==> src/rtl/inst_fetch.sv <==
// Instruction fetch: owns the PC, issues ROM requests and presents fetched words to ID.
// Latency: one instruction per cycle when the ROM is never busy; the word appears on the edge where the handshake completes.
// Backpressure: rom_busy holds the request; stall parks a completed word in a one-entry hold buffer.
module inst_fetch #(
    parameter logic [31:0] RESET_PC = 32'h0000_0000,
    parameter int unsigned PC_STEP  = 4
) (
    input  logic        clk,
    input  logic        rst_n,
    input  logic        stall,
    input  logic        redirect,
    input  logic [31:0] redirect_pc,
    input  logic [31:0] rom_inst,
    input  logic        rom_busy,
    output logic [31:0] rom_addr,
    output logic        rom_valid,
    output logic [31:0] if_pc,
    output logic [31:0] if_inst,
    output logic        if_valid,
    output logic [31:0] fetch_cnt
);

    localparam logic [31:0] STEP = 32'(PC_STEP);
    localparam logic [31:0] NOP  = 32'h0000_0013;

    typedef enum logic [1:0] {
        IDLE  = 2'd0,
        FETCH = 2'd1,
        FLUSH = 2'd2,
        HOLD  = 2'd3
    } state_t;

    state_t      state, state_nxt;
    logic [31:0] pc, pc_nxt;
    logic [31:0] tgt, tgt_nxt;
    logic [31:0] buf_pc, buf_pc_nxt;
    logic [31:0] buf_inst, buf_inst_nxt;
    logic [31:0] if_pc_nxt;
    logic [31:0] if_inst_nxt;
    logic        if_valid_nxt;
    logic [31:0] fetch_cnt_nxt;
    logic [31:0] redir_tgt;

    assign redir_tgt = redirect_pc & 32'hFFFF_FFFC;
    assign rom_addr  = pc;
    assign rom_valid = (state == FETCH) || (state == FLUSH);

    always_ff @(posedge clk or negedge rst_n) begin
        if (!rst_n) begin
            state     <= IDLE;
            pc        <= RESET_PC;
            tgt       <= RESET_PC;
            buf_pc    <= '0;
            buf_inst  <= NOP;
            if_pc     <= '0;
            if_inst   <= NOP;
            if_valid  <= 1'b0;
            fetch_cnt <= '0;
        end else begin
            state     <= state_nxt;
            pc        <= pc_nxt;
            tgt       <= tgt_nxt;
            buf_pc    <= buf_pc_nxt;
            buf_inst  <= buf_inst_nxt;
            if_pc     <= if_pc_nxt;
            if_inst   <= if_inst_nxt;
            if_valid  <= if_valid_nxt;
            fetch_cnt <= fetch_cnt_nxt;
        end
    end

    always_comb begin
        state_nxt     = state;
        pc_nxt        = pc;
        tgt_nxt       = tgt;
        buf_pc_nxt    = buf_pc;
        buf_inst_nxt  = buf_inst;
        if_pc_nxt     = if_pc;
        if_inst_nxt   = if_inst;
        if_valid_nxt  = if_valid;
        fetch_cnt_nxt = fetch_cnt;

        case (state)
            IDLE: begin
                if (redirect) begin
                    pc_nxt = redir_tgt;
                end else begin
                    state_nxt = FETCH;
                end
            end

            FETCH: begin
                if (redirect) begin
                    if_valid_nxt = 1'b0;
                    if (rom_busy) begin
                        // ROM is mid-access: keep the request up and remember where to go.
                        state_nxt = FLUSH;
                        tgt_nxt   = redir_tgt;
                    end else begin
                        pc_nxt = redir_tgt;
                    end
                end else if (!rom_busy) begin
                    if (stall) begin
                        buf_inst_nxt = rom_inst;
                        buf_pc_nxt   = pc;
                        state_nxt    = HOLD;
                    end else begin
                        if_inst_nxt   = rom_inst;
                        if_pc_nxt     = pc;
                        if_valid_nxt  = 1'b1;
                        pc_nxt        = pc + STEP;
                        fetch_cnt_nxt = fetch_cnt + 32'd1;
                    end
                end else if (!stall) begin
                    // ID took the presented word and nothing new arrived: emit a bubble.
                    if_valid_nxt = 1'b0;
                end
            end

            FLUSH: begin
                if (redirect) begin
                    tgt_nxt = redir_tgt;
                end
                if (!rom_busy) begin
                    pc_nxt    = redirect ? redir_tgt : tgt;
                    state_nxt = FETCH;
                end
            end

            HOLD: begin
                if (redirect) begin
                    pc_nxt       = redir_tgt;
                    if_valid_nxt = 1'b0;
                    state_nxt    = FETCH;
                end else if (!stall) begin
                    if_inst_nxt   = buf_inst;
                    if_pc_nxt     = buf_pc;
                    if_valid_nxt  = 1'b1;
                    pc_nxt        = buf_pc + STEP;
                    fetch_cnt_nxt = fetch_cnt + 32'd1;
                    state_nxt     = FETCH;
                end
            end

            default: begin
                state_nxt = IDLE;
            end
        endcase
    end

endmodule

==> config.mk <==
export PLATFORM = sky130hd
export DESIGN_NAME = inst_fetch
export DESIGN_NICKNAME = d
export VERILOG_FILES = /design/src/rtl/inst_fetch.sv
export SDC_FILE = /design/constraint.sdc
export NUM_CORES = 1
export LEC_CHECK = 0
export ABC_CLOCK_PERIOD_IN_PS = 2600
export BUFFER_PORTS_ARGS = -buffer_cell sky130_fd_sc_hd__buf_2
export CORE_MARGIN = 5
export CORE_UTILIZATION = 45
export CTS_CLUSTER_DIAMETER = 50
export DETAILED_ROUTE_END_ITERATION = 10
export PLACE_DENSITY = 0.66
export SETUP_SLACK_MARGIN = 0.1
export SYNTH_ARGS = -nofsm -noshare
export SYNTH_HDL_FRONTEND = slang
export SYNTH_SLANG_ARGS = --single-unit
==> constraint.sdc <==
create_clock -name clk -period 2.6 [get_ports clk]
set_clock_uncertainty 0.15 [all_clocks]
set_input_delay 0.52 -clock clk [delete_from_list [all_inputs] [get_ports clk]]
set_output_delay 0.52 -clock clk [all_outputs]
set_load 0.02 [all_outputs]
==> flow_summary.toml <==
[synthesis]
netlist_instances = 1170
synth.top_cells.by_count = "dfrtp_1 (221), nand2_1 (140), o21ai_0 (133), mux2_2 (91), mux2i_1 (65)"
ys_seq_area_share_pct = 48.5
synth_area_leaders = "dfrtp_1 (47%), mux2_2 (8.7%), o21ai_0 (5.7%)"
synth.top_cell.area_share_pct = 47.1
synth_edf_count = 0
syn_area_mm2 = 0.0117
postSynthAreaPerCell_um2 = 10.0
ys_ff_latch = 227
synth_flop_cell = "dfrtp_1"
async_flop_share_pct = 100
yosys.area.top_type = "dfrtp_1"
synth.lib_cells_used.distinct = 73
yosys_warnings = 0
yosysMostFrequentCell = "dfrtp_1"
syn_nets = 1247

[layout]
fin_nets = 1460
n_fill_cell = 2283
syn_to_final_growth_pct = 23.3
drive_gt1_share_pct = 30.7
final_cells = 1740
diodes = 0

[routing]
drt-initial-drc-count = 845
wl_per_cell_um = 19.0
dr.pass1.iters = 5
vias = 9887
viasPerCell = 5.68
antenna_left = 0
routed_wl_um = 33000
drc = 0

[critical_path]
setup.worst_path.class = "reg2reg"
cp.required_ps = 2850
worstSetupStartpointType = "register"
crit_arrival_ps = 2600
end_kind = "register"
cp_max_fo = 7

[die]
initial_core_util_pct = 45.4
die_width_um = 171
num_rows = 59
die_h_um = 171
dieArea_mm2 = 0.0294
core-area_mm2 = 0.0258
io_pins = 199

[cts]
cts_num_sinks = 227
clk_root_buffer_cell = "clkbuf_16"
cts_buffer_depth = 3
cts_tree = "yes"
clk_pin_slew_ps = 60
cts_made_buffers = 28
h-tree-depth = 1
clock_latency_ps = 540

[grt]
grt_max_degree = 84
grt_use_total_pct = 22.1
grt_pass1_vias = 9547
grt_first_pass_wirelength_um = 52600
antenna_found_initial = 0
grt-ovfl-total = 0

[timing]
max_freq_mhz = 425
setup_viol = 0
worst_pin_slew_ps = 585
setup_tns_ps = 0
drv_slew = 0
rsz0062_at_grt = "no"
max_slew_margin_pct = 61.0
finalWorstSetupSlack_ps = 249
finalHoldViolCount = 0
post-route-period-util_pct = 90.4
finalCriticalPeriod_ps = 2350

[run_status]
status = "complete, no violations"

[placed_design]
dp_slack_ps = 108
gp_congestion = 0.886
portBuffers = 196
placedCellCount = 1686
dp_hpwl_um = 23300

[worst_hold_path]
hp-class = "in2reg"

[power]
p_leak_uw = 0.00657
vdd_ir_drop_max_uv = 928
p_per_area_mw_per_mm2 = 1240

[flow_run]
max_cap_viol_count = 0
[worst max-delay path: stages, from the launching register on]
cell and delay (ps):
dfrtp_1 510, nand4_2 260, or4_4 630, o31a_1 330, o31ai_2 170, o221ai_1 150
[area by class of cell]
| type | count | area, µm² | area share [%] |
|---|---|---|---|
| Multi-Input combinational cell | 841 | 5690 | 39.3 |
| Timing Repair Buffer | 265 | 1660 | 11.5 |
| Tap cell | 335 | 419 | 2.90 |
| Clock buffer | 39 | 782 | 5.40 |
| Sequential cell | 227 | 5690 | 39.3 |
| Inverter | 20 | 75.1 | 0.519 |
| Clock inverter | 13 | 151 | 1.05 |
[flip-flops by register name, indices dropped and copies added (netlist names), 2 cells and up]
register,count
if_pc,32
if_inst,32
fetch_cnt,32
state,2
buf_inst,32
tgt,32
rom_addr,32
buf_pc,32
[worst paths after layout]
path	start	end	slack, ps	cells past startpoint
worst max register to register	buf_pc[5]$_DFFE_PN0P_	rom_addr[23]$_DFFE_PN0P_	250	5
worst max-delay path	buf_pc[5]$_DFFE_PN0P_	rom_addr[23]$_DFFE_PN0P_	250	5
worst min register to register	if_pc[15]$_DFFE_PN0P_	if_pc[15]$_DFFE_PN0P_	320	2
worst min-delay path	rom_inst[22]	buf_inst[22]$_DFFE_PN0P_	70	2
max in group asynchronous	rst_n	tgt[27]$_DFFE_PN0P_	1230	3
min in group asynchronous	rst_n	if_inst[15]$_DFFE_PN0P_	370	2
[timing repair]
action | CTS | global route
setup endpoints to repair | 0 | 118
hold buffers | 1 | 0
buffers inserted | 0 | 1
endpoints found under the hold margin | 60 | 0
resized for setup | 0 | 9
[layout by cell type, fill, tap and decap left out, types with 5 or more instances in the layout]
cell type   count
mux2i_1        65
clkinvlp_4      6
nand2_1       139
o31ai_1         5
clkbuf_16      28
nor2b_1         5
buf_12         11
nor4_1         13
inv_1          19
o21ai_0       132
or3_1           9
buf_2         195
ha_1            6
nor2_1         53
and2_1          7
dfrtp_1       220
and3_1          9
o211ai_1        6
mux2_2         91
nand3_1        41
a21oi_1        33
buf_4          54
a31oi_1         8
clkbuf_1        7
dfstp_2         6
a221oi_1        8
xnor2_1        30
nand4_1        31
o211a_1         5
xor2_1         20
and4_1         10
nor3_1         26
nand2b_1        7
[metal layers]
layer  routed length [µm]  up-vias  GRT usage, %
met5                    0        -             0
met4                 1080        0          6.82
met3                 2720       73          4.02
met2                14500      372          33.7
met1                14600     4764          32.1
li1                     -     4678             -
[logic make-up (layout without fill, tap and decap cells)]
| group | after synthesis | in the layout | share of synthesized area, % |
|---|---|---|---|
| and+or+nand+nor | 374 | 374 | 16.0 |
| AOI/OAI and AO/OA | 253 | 253 | 13.3 |
| DFF | 227 | 227 | 48.5 |
| muxes | 156 | 156 | 14.3 |
| buffers and inverters | 102 | 337 | 3.37 |
| xor gates and xnor gates | 50 | 50 | 3.73 |
| adders and majority gates | 8 | 8 | 0.853 |
[stage by stage]
stage	hold WS, ps	total power (µW)	utilization (%)	cell area (µm²)
finish	66.4	18000	56.0	14500
global route	50.1	19200	56.0	14500
CTS	35.5	18000	55.8	14400
detailed placement	315	14100	52.2	13500
global placement	306	13900	52.2	13500
floorplan	74.4	11200	-	11700
[where the power goes]
group / leakage (µW) / internal [µW] / total (µW) / switching, µW
logic: 0.00331 / 3220 / 7780 / 4560
clock network: 0.000437 / 2320 / 3860 / 1550
registers: 0.00283 / 5020 / 6340 / 1320
Power figures use the tool's default switching activity.
